[src/rtl/sp_sram_arbiter.sv]
// ---------------------------------------------------------------------------
// sp_sram_arbiter
//   Round-robin access controller for two requesters (A, B) sharing one
//   single-port SRAM with 1-cycle read latency. After reset it zero-fills
//   the whole array, then grants one access at most every second cycle.
//
// Ports
//   iClk, iRsn                 clock (rising edge), async active-low reset
//   iReqX/iWrnX/iAddrX/iWrDtX  request handshake + command of requester X
//   oGntX                      1-cycle pulse: request accepted
//   oErrX                      pulses with oGntX when address >= SRAM_DEPTH
//   oRdVldX                    1-cycle pulse: oRdDt carries X's read data
//   oRdDt                      read data (forced 0 after an errored read)
//   oInitDone                  high once the zero-fill has completed
//   oSramCsn/Wrn/Addr/WrDt     registered SRAM command pins
//   iSramRdDt                  SRAM read data
// ---------------------------------------------------------------------------
module sp_sram_arbiter #(
  parameter int SRAM_DEPTH = 10,
  parameter int ADDR_WIDTH = 4,
  parameter int DATA_WIDTH = 16
) (
  input  logic                  iClk,
  input  logic                  iRsn,
  input  logic                  iReqA,
  input  logic                  iWrnA,
  input  logic [ADDR_WIDTH-1:0] iAddrA,
  input  logic [DATA_WIDTH-1:0] iWrDtA,
  input  logic                  iReqB,
  input  logic                  iWrnB,
  input  logic [ADDR_WIDTH-1:0] iAddrB,
  input  logic [DATA_WIDTH-1:0] iWrDtB,
  output logic                  oGntA,
  output logic                  oGntB,
  output logic                  oRdVldA,
  output logic                  oRdVldB,
  output logic                  oErrA,
  output logic                  oErrB,
  output logic [DATA_WIDTH-1:0] oRdDt,
  output logic                  oInitDone,
  output logic                  oSramCsn,
  output logic                  oSramWrn,
  output logic [ADDR_WIDTH-1:0] oSramAddr,
  output logic [DATA_WIDTH-1:0] oSramWrDt,
  input  logic [DATA_WIDTH-1:0] iSramRdDt
);

  typedef enum logic [1:0] {ST_INIT, ST_IDLE, ST_ACCESS} state_t;

  // One extra bit so a depth equal to 2**ADDR_WIDTH still compares correctly.
  localparam logic [ADDR_WIDTH:0]   DEPTH_W   = (ADDR_WIDTH+1)'(SRAM_DEPTH);
  localparam logic [ADDR_WIDTH-1:0] LAST_ADDR = ADDR_WIDTH'(SRAM_DEPTH - 1);

  state_t                state_q, state_d;
  logic [ADDR_WIDTH-1:0] init_cnt_q, init_cnt_d;
  logic                  rr_b_q, rr_b_d;        // 1: B wins a collision
  logic                  win_b_q, win_b_d;      // winner of the current access
  logic                  win_rd_q, win_rd_d;    // current access is a read
  logic                  rd_err_q, rd_err_d;    // current/last access was out of range
  logic                  csn_q, csn_d;
  logic                  wrn_q, wrn_d;
  logic [ADDR_WIDTH-1:0] addr_q, addr_d;
  logic [DATA_WIDTH-1:0] wrdt_q, wrdt_d;
  logic                  gnt_a_q, gnt_a_d, gnt_b_q, gnt_b_d;
  logic                  err_a_q, err_a_d, err_b_q, err_b_d;
  logic                  rdvld_a_q, rdvld_a_d, rdvld_b_q, rdvld_b_d;
  logic                  init_done_q, init_done_d;

  // Arbitration: a lone requester always wins; on a collision the pointer decides.
  logic                  sel_b;
  logic                  sel_wrn;
  logic [ADDR_WIDTH-1:0] sel_addr;
  logic [DATA_WIDTH-1:0] sel_wrdt;
  logic                  sel_oob;

  assign sel_b    = iReqB & (~iReqA | rr_b_q);
  assign sel_wrn  = sel_b ? iWrnB  : iWrnA;
  assign sel_addr = sel_b ? iAddrB : iAddrA;
  assign sel_wrdt = sel_b ? iWrDtB : iWrDtA;
  assign sel_oob  = ({1'b0, sel_addr} >= DEPTH_W);

  always_comb begin
    state_d     = state_q;
    init_cnt_d  = init_cnt_q;
    rr_b_d      = rr_b_q;
    win_b_d     = win_b_q;
    win_rd_d    = win_rd_q;
    rd_err_d    = rd_err_q;
    csn_d       = 1'b1;
    wrn_d       = wrn_q;
    addr_d      = addr_q;
    wrdt_d      = wrdt_q;
    gnt_a_d     = 1'b0;
    gnt_b_d     = 1'b0;
    err_a_d     = 1'b0;
    err_b_d     = 1'b0;
    rdvld_a_d   = 1'b0;
    rdvld_b_d   = 1'b0;
    init_done_d = init_done_q;

    unique case (state_q)
      ST_INIT: begin
        csn_d      = 1'b0;
        wrn_d      = 1'b1;
        addr_d     = init_cnt_q;
        wrdt_d     = '0;
        init_cnt_d = init_cnt_q + 1'b1;
        if (init_cnt_q == LAST_ADDR) begin
          init_cnt_d  = '0;
          init_done_d = 1'b1;
          state_d     = ST_IDLE;
        end
      end
      ST_IDLE: begin
        if (iReqA | iReqB) begin
          state_d  = ST_ACCESS;
          win_b_d  = sel_b;
          win_rd_d = ~sel_wrn;
          rd_err_d = sel_oob;
          rr_b_d   = ~sel_b;
          // Out-of-range accesses keep Csn high so the SRAM never sees them.
          csn_d    = sel_oob;
          wrn_d    = sel_wrn;
          addr_d   = sel_addr;
          wrdt_d   = sel_wrdt;
          gnt_a_d  = ~sel_b;
          gnt_b_d  = sel_b;
          err_a_d  = ~sel_b & sel_oob;
          err_b_d  = sel_b & sel_oob;
        end
      end
      ST_ACCESS: begin
        // Always back to IDLE: the winner's request is re-sampled fresh there,
        // so a held request cannot be granted twice.
        state_d   = ST_IDLE;
        rdvld_a_d = win_rd_q & ~win_b_q;
        rdvld_b_d = win_rd_q & win_b_q;
      end
      default: state_d = ST_INIT;
    endcase
  end

  always_ff @(posedge iClk or negedge iRsn) begin
    if (!iRsn) begin
      state_q     <= ST_INIT;
      init_cnt_q  <= '0;
      rr_b_q      <= 1'b0;
      win_b_q     <= 1'b0;
      win_rd_q    <= 1'b0;
      rd_err_q    <= 1'b0;
      csn_q       <= 1'b1;
      wrn_q       <= 1'b0;
      addr_q      <= '0;
      wrdt_q      <= '0;
      gnt_a_q     <= 1'b0;
      gnt_b_q     <= 1'b0;
      err_a_q     <= 1'b0;
      err_b_q     <= 1'b0;
      rdvld_a_q   <= 1'b0;
      rdvld_b_q   <= 1'b0;
      init_done_q <= 1'b0;
    end else begin
      state_q     <= state_d;
      init_cnt_q  <= init_cnt_d;
      rr_b_q      <= rr_b_d;
      win_b_q     <= win_b_d;
      win_rd_q    <= win_rd_d;
      rd_err_q    <= rd_err_d;
      csn_q       <= csn_d;
      wrn_q       <= wrn_d;
      addr_q      <= addr_d;
      wrdt_q      <= wrdt_d;
      gnt_a_q     <= gnt_a_d;
      gnt_b_q     <= gnt_b_d;
      err_a_q     <= err_a_d;
      err_b_q     <= err_b_d;
      rdvld_a_q   <= rdvld_a_d;
      rdvld_b_q   <= rdvld_b_d;
      init_done_q <= init_done_d;
    end
  end

  assign oGntA     = gnt_a_q;
  assign oGntB     = gnt_b_q;
  assign oErrA     = err_a_q;
  assign oErrB     = err_b_q;
  assign oRdVldA   = rdvld_a_q;
  assign oRdVldB   = rdvld_b_q;
  assign oInitDone = init_done_q;
  assign oSramCsn  = csn_q;
  assign oSramWrn  = wrn_q;
  assign oSramAddr = addr_q;
  assign oSramWrDt = wrdt_q;
  // rd_err_q still describes the access whose data is on iSramRdDt this cycle.
  assign oRdDt     = rd_err_q ? '0 : iSramRdDt;

endmodule
[config.mk]
export PLATFORM = sky130hd
export DESIGN_NAME = sp_sram_arbiter
export DESIGN_NICKNAME = d
export VERILOG_FILES = /design/src/rtl/sp_sram_arbiter.sv
export SDC_FILE = /design/constraint.sdc
export NUM_CORES = 1
export LEC_CHECK = 0
export BUFFER_PORTS_ARGS = -buffer_cell sky130_fd_sc_hd__clkbuf_2
export CORE_ASPECT_RATIO = 1.25
export CORE_MARGIN = 2
export CORE_UTILIZATION = 44
export CTS_CLUSTER_DIAMETER = 120
export DETAILED_ROUTE_END_ITERATION = 8
export PLACE_DENSITY = 0.8
export SLEW_MARGIN = 20
export SYNTH_ARGS = -nofsm -noshare
export SYNTH_HDL_FRONTEND = slang
export SYNTH_SLANG_ARGS = --single-unit
[constraint.sdc]
create_clock -name iClk -period 1.7 [get_ports iClk]
set_input_delay 0.34 -clock iClk [delete_from_list [all_inputs] [get_ports iClk]]
set_output_delay 0.34 -clock iClk [all_outputs]
set_load 0.05 [all_outputs]
* Word-level counts from Yosys, hierarchy flattened
Index checks and enable logic that the tools add are counted.
** Operators by class
- Add/sub/neg operators :: 1
- $lt $le $gt $ge :: 1
- Equal/unequal tests :: 5
- Multiplexer cells :: 26
- Bitwise operators :: 11
- Reductions and logical operators :: 6
** Operators by type and width (count)
- 16-bit two-way mux :: 3
- 16-bit one-hot mux with 2 select lines :: 1
- 1-bit two-way mux :: 13
- 4-bit two-way mux :: 3
- 4-bit one-hot mux with 2 select lines :: 1
- 2-bit AND reduction :: 4
- 2-bit one-hot mux with 3 select lines :: 1
- 1-bit bitwise AND :: 5
- 4-bit by 1-bit adder with 4-bit output, second input constant :: 1
- 4-bit equality test, second input constant :: 1
- 4-bit >= comparator, second input constant :: 1
- 2-bit two-way mux :: 2
- 2-bit inequality test, second input constant :: 2
- 1-bit inverter :: 4
- 1-bit one-hot mux with 2 select lines :: 2
- 2-bit by 1-bit equality test with 1-bit output, second input constant :: 1
- 2-bit equality test, second input constant :: 1
- 2-bit zero test :: 1
- 1-bit bitwise OR :: 2
- 2-bit nonzero test :: 1
** Word-level totals
- Bits in registers :: 39
- Input bits :: 62
- Output and inout bits :: 45
- Logic and storage cells :: 67

* Longest topological paths before layout
Gate-level depths: netlist (run 1).
- Depth in word-level cells :: 8
- Depth in mapped cells :: 7

* Worst setup path before layout (run 1)
No wires, ideal clock.
- Kind :: register -> output
- Start :: register rd_err_q
- End :: output oRdDt[10]
- Data arrival time :: 1.350 ns
- Data required time :: 1.360 ns
- Path slack :: 0.010 ns
- Stages on the path, launching flop included :: 3
- Path buffers :: 1
- Cells stage by stage :: dfrtp_1 clkbuf_1 nor2b_1
** On the way
- Cells in the longest elaborated chain, start to end :: 1
** RTL lines
- start, declared :: RTL line 59 : logic rd_err_q, rd_err_d;
- start signal, assigned :: RTL line 168 : rd_err_q <= rd_err_d;
- 16-bit two-way mux :: RTL line 195 : assign oRdDt = rd_err_q ? '0 : iSramRdDt;
- end, declared :: RTL line 39 : output logic [DATA_WIDTH-1:0] oRdDt,
Every way passes these cells.

* Worst setup path in the final report (run 1)
- Start :: register rd_err_q
- End :: output oRdDt[12]
Same word-level chain as after synthesis.

==> results of run 1 <==
==> flip-flops by register name (all words and copies together) (netlist names) <==
name,count
init_cnt_q,4
oErrA,1
oErrB,1
oGntA,1
oGntB,1
oInitDone,1
oRdVldA,1
oRdVldB,1
oSramAddr,4
oSramCsn,1
oSramWrDt,16
oSramWrn,1
rd_err_q,1
rr_b_q,1
state_q,2
win_b_q,1
win_rd_q,1
==> power by group <==
group	switching, uW	leakage [uW]	internal, uW	total, uW
Clock	295	0.0000470	318	613
Sequential	247	0.000503	1200	1440
Combinational	1460	0.000861	607	2070
Total	2000	0.00141	2120	4120
==> per-stage QoR <==
stage | hold slack, ps | power [uW] | worst slack, ps
floorplan | 44.41 | 3038 | 10.04
global placement | 413.4 | 3507 | 243.4
detailed placement | 419.9 | 3548 | 242.7
CTS | 106.7 | 4173 | 90.44
global route | 125.9 | 4357 | 54.37
finish | 92.19 | 4121 | 115.6
==> final cells by class <==
class	count	area (um^2)	area share [%]
clock buffers	6	82.58	3.209
clock inverters	1	5.005	0.1945
inverters	4	15.01	0.5834
multi-input cells	119	814.5	31.65
flip-flops and latches	39	978.4	38.02
well taps	56	70.07	2.722
repair buffers	113	608.1	23.63
==> worst paths after layout <==
check,slack (ps),end,from
worst min-delay path,90,oSramAddr[0]$_DFFE_PN0P_,iRsn
worst max register to register,270,oSramWrDt[8]$_DFFE_PN0P_,state_q[0]$_DFFE_PN0P_
worst min register to register,440,oRdVldA$_DFF_PN0_,win_b_q$_DFFE_PN0P_
min in group iClk,270,state_q[0]$_DFFE_PN0P_,iReqA
max in group asynchronous,1240,rd_err_q$_DFFE_PN0P_,iRsn
worst max-delay path,120,oRdDt[12],rd_err_q$_DFFE_PN0P_
==> cells in the final DEF, fill, tap and decap left out, types with 2 or more instances in the layout <==
cell and instances:
buf_4 5, inv_1 4, nor3b_1 2, buf_12 2, mux2i_1 20, clkbuf_2 106, nor2_1 6, o21ai_2 9
dfrtp_1 37, mux2_2 2, o21ai_0 9, o32ai_1 3, a21oi_1 6, nor2b_1 16, a21o_1 3, o21ai_1 7
clkbuf_8 6, nor3_1 2, nand2_1 21
==> critical path: stages (launching register included) <==
cell and delay [ps]:
dfrtp_2 510, nor2b_1 160, clkbuf_2 290
==> cells by family (layout without fill, tap and decap cells) <==
family,Yosys count,after routing
buffers and inverters,14,124
AOI/OAI and AO/OA,40,40
and+or+nand+nor,55,55
DFF,39,39
xor gates and xnor gates,2,2
muxes,22,22
==> per-layer routing <==
layer,vias to the layer above,global-route usage [%],routed length (um)
li1,805,-,-
met1,745,20.36,1645
met2,64,31.29,2010
met3,7,5.797,306
met4,0,7.333,70
met5,-,0,0
==> flow_summary.ini, run 1 <==
[synthesis]
yosys.area.top_type_share_pct = 50.17
post-synth-top-area-cell = dfrtp_1
synth_compound_gate_area_share_pct = 14.32
synth-edff-count = 0
yosys.area_share.simple_pct = 15.97
ys_ff_latch = 39
top_area_cells_in_the_synthesized_netlist = dfrtp_1 50%, mux2i_1 11%, nor2b_1 5.3%, nand2_1 4.2%, o21ai_2 4.2%
avgSynthCellArea_um2 = 11.02
synth_flop_cell = dfrtp_1
synth_fa_ha_area_share_pct = 0
seq_area_frac_synth_pct = 51.55
synth_mux_area_share_pct = 11.75
synthesized_area_fraction_occupied_by_xor_and_xnor_cells_pct = 0.9241
synth_most_common_cell = dfrtp_1
synth.net_count = 234
combinational_family_with_the_most_area_after_synthesis = simple AND/OR/NAND/NOR gates
yosys.cell_types.count = 33
syn-instance-count = 172
netlist_top_cells_count = 38 x dfrtp_1, 21 x nand2_1, 20 x mux2i_1
synthArstFlopShare_pct = 100.0
yosysWarningCount = 0
syn_area_mm2 = 0.001896

[clock_tree]
clock-root-buffer = clkbuf_8
cts_buffer_count = 5
clock_path_buffers = 2
path_clk_slew_ps = 70
cts_hold_buf = 0
cts_tree = done
number_of_gates_resized_after_cts = 1
worst_skew_pair.late_latency_ps = 290
clock-sinks = 39
clock_tree.htree_level_count = 2
post_cts_buffers = 0

[layout]
layout-drive-gt1-share_pct = 48.58
final_area_mm2 = 0.002574
final-instance-count-excl-fill = 338
nNetsFinal = 344
finish.utilization_pct = 62.79
filler_cell_count = 375
area_growth_syn_to_layout_pct = 35.78
num_antenna_cells = 0

[floorplan]
dieHeight_um = 77.39
design.core.area_mm2 = 0.004099
top_level_i_o_count = 107
fp.dieArea_mm2 = 0.004852
die_w_um = 62.71
effective_utilization_at_floorplan_pct = 46.25
core.rowCount = 26

[timing]
setup_repair_after_global_routing_missed_its_margin = false
timing.fmax_ghz = 0.6312
setup_viol = 0
layout_min_cycle_time_ps = 1584
timing_max_transition_violations_final = 0
finalSetupTns_ps = 0
final.period_utilization_pct = 93.20
slew_headroom_pct = 68.17
finalClockSkew_ps = 10.31
worst-slew-pin-transition_ps = 477.4
final_hold_viol_count = 0

[worst_setup_path]
timing.critical_path.required_ps = 1360
worst-endpoint-arrival_ps = 1240
end_kind = output pin
ff2ff_path_depth = 5
start_kind = flop
crit_path_max_fanout = 17
crit_type = flop to output pin

[pwr]
leakage_uw = 0.001411
p_per_area_mw_per_mm2 = 1601
ir_drop_mv = 0.6412

[grt]
first_pass_grt_wire_length_um = 6927
antenna_found_initial = 0
grt_usage_pct = 18.01
grt_pass1_vias = 1560
grt_max_degree = 40
globalRoute.totalOverflow = 0

[routing]
routed_wire_length_um = 4032
antenna_left = 0
post_drt_via_cell_ratio = 4.796
number_of_vias_after_detailed_routing = 1621
detailedRoute.firstPassIterationCount = 4
drtIter0Drc = 40
drt-wirelength-per-cell_um = 11.93
drc_errors = 0

[min_path]
hold_path_class = primary input to asynchronous set/reset pin

[job]
max_cap_viol_count = 0

[placed_design]
place.detailed.hpwl_um = 3230
place.detailed.instances = 331
place.gp.congestion = 0.8370
numPortBuffers = 106
postPlaceCellArea_mm2 = 0.002485

[run_status]
outcome = finished clean
Note: power is estimated with default switching activity, not from simulation.
==> run 2, diff against run 1 <==
Settings changed: CAP_MARGIN set to 20, CORE_UTILIZATION 44 to 35, PLACE_DENSITY 0.8 to 0.66.
==> flow_summary.ini, run 2 (synthesis gave the netlist of run 1 again) <==
[run_status]
outcome = finished clean

[grt]
globalRoute.totalOverflow = 0
met3_routing_resource_usage_after_global_routing_pct = 5.465
grt_usage_pct = 15.61
first_pass_grt_wire_length_um = 7410
grt_pass1_vias = 1602
grtUsageMet2_pct = 25.19
globalRoute.busiestLayer = met2
grt_util_met1_pct = 18.44
antenna_found_initial = 0
grt_max_degree = 25

[pwr]
p_per_area_mw_per_mm2 = 1675
ir_drop_mv = 0.7075
leakage_uw = 0.001433

[clock_tree]
cts_buffer_count = 5
clock-sinks = 39
worst_skew_pair.late_latency_ps = 290
clock-root-buffer = clkbuf_8
clock_path_buffers = 2
clock_tree.htree_level_count = 2
path_clk_slew_ps = 80
post_cts_buffers = 0
cts_tree = done

[routing]
number_of_vias_after_detailed_routing = 1630
routed_wire_length_um = 4445
drt-wirelength-per-cell_um = 12.88
post_drt_via_cell_ratio = 4.725
antenna_left = 0
drc_errors = 0
drtIter0Drc = 39
detailedRoute.firstPassIterationCount = 3

[floorplan]
top_level_i_o_count = 107
design.core.area_mm2 = 0.005152
core.rowCount = 29
effective_utilization_at_floorplan_pct = 36.79
fp.dieArea_mm2 = 0.006025
dieHeight_um = 86.28
die_w_um = 69.83

[worst_setup_path]
ff2ff_path_depth = 4
timing.critical_path.required_ps = 1360
crit_type = flop to output pin
start_kind = flop
crit_path_max_fanout = 17
worst-endpoint-arrival_ps = 1240
end_kind = output pin

[layout]
num_antenna_cells = 0
filler_cell_count = 500
commonest_cells_after_routing_fill_and_taps_aside = 106 x clkbuf_2, 37 x dfrtp_1, 21 x nand2_1, 20 x mux2i_1, 16 x nor2b_1
largest_reg_flops = 16
layout-drive-gt1-share_pct = 48.06
leading_cell_type_in_the_layout_fill_and_taps_excluded = clkbuf_2
area_growth_syn_to_layout_pct = 39.34
final_area_mm2 = 0.002641
nNetsFinal = 344

[timing]
finalClockSkew_ps = 11.34
timing.fmax_ghz = 0.6333
worst-slew-pin-transition_ps = 457.6
final.period_utilization_pct = 92.88
timing_max_transition_violations_final = 0
layout_min_cycle_time_ps = 1579
finalSetupTns_ps = 0
setup_viol = 0
slew_headroom_pct = 69.49
setup_repair_after_global_routing_missed_its_margin = false
final_hold_viol_count = 0

[placed_design]
postPlaceCellArea_mm2 = 0.002497
place.detailed.hpwl_um = 3537
place.gp.congestion = 0.8135
numPortBuffers = 106

[min_path]
hold_path_class = primary input to flop
hold_depth = 2

[job]
max_cap_viol_count = 0
run 2: cell types whose count changed in the layout (fill, tap and decap cells not counted), sizes merged:
cell,change
buf,-1
bufinv,+2
clkinv,-1
dlygate4sd3,+1
run 2: worst paths after layout:
check	from	endpoint	slack [ps]
setup / recovery	rd_err_q$_DFFE_PN0P_	oRdDt[2]	120
hold reg to reg	oInitDone$_DFFE_PN0P_	oInitDone$_DFFE_PN0P_	470
min in group asynchronous	iRsn	oSramWrDt[1]$_DFFE_PN0P_	510
hold / removal	iReqA	state_q[0]$_DFFE_PN0P_	270
max in group asynchronous	iRsn	oSramCsn$_DFF_PN1_	660
setup reg to reg	state_q[0]$_DFFE_PN0P_	oSramWrn$_DFFE_PN0P_	220
run 2: cell type report:
type | count | area, um^2 | area share [%]
Clock inverter | 2 | 60.06 | 2.274
Clock buffer | 6 | 72.57 | 2.748
Inverter | 4 | 15.01 | 0.5685
Sequential cell | 39 | 978.4 | 37.04
Tap cell | 62 | 77.57 | 2.937
Multi-Input combinational cell | 119 | 814.5 | 30.84
Timing Repair Buffer | 113 | 623.1 | 23.59
run 2: per-layer routing:
metal,share of wire [%],vias to the layer above
met5,0,-
met4,2.7,0
met3,7.4,12
met2,51,62
met1,39,747
li1,-,809
run 2: what timing repair did:
action                     in CTS  in global routing
gates resized for setup         0                  1
hold endpoints to repair       15                  0
hold buffers                    1                  0
setup endpoints to repair       0                 16
run 2: report_power, final:
part / internal [uW] / switching, uW
sequential: 1190 / 248
combinational: 605 / 1470
clock: 587 / 322
total: 2390 / 2040
run 2: stage by stage:
stage	total power (uW)	hold slack, ps	cells	util [%]	setup slack (ps)
after CTS	4467	260.0	345	51.24	21.15
after global routing	4671	268.8	345	51.26	23.97
final	4424	272.3	345	51.26	121.1
after floorplan	3038	44.41	172	-	10.04
after detailed placement	3548	292.7	336	48.47	268.2
after global placement	3515	285.9	336	48.47	295.5
run 2: critical path: stages, from the launching register on:
cell and delay, ps:
dfrtp_2 510, nor2b_1 150, clkbuf_2 290
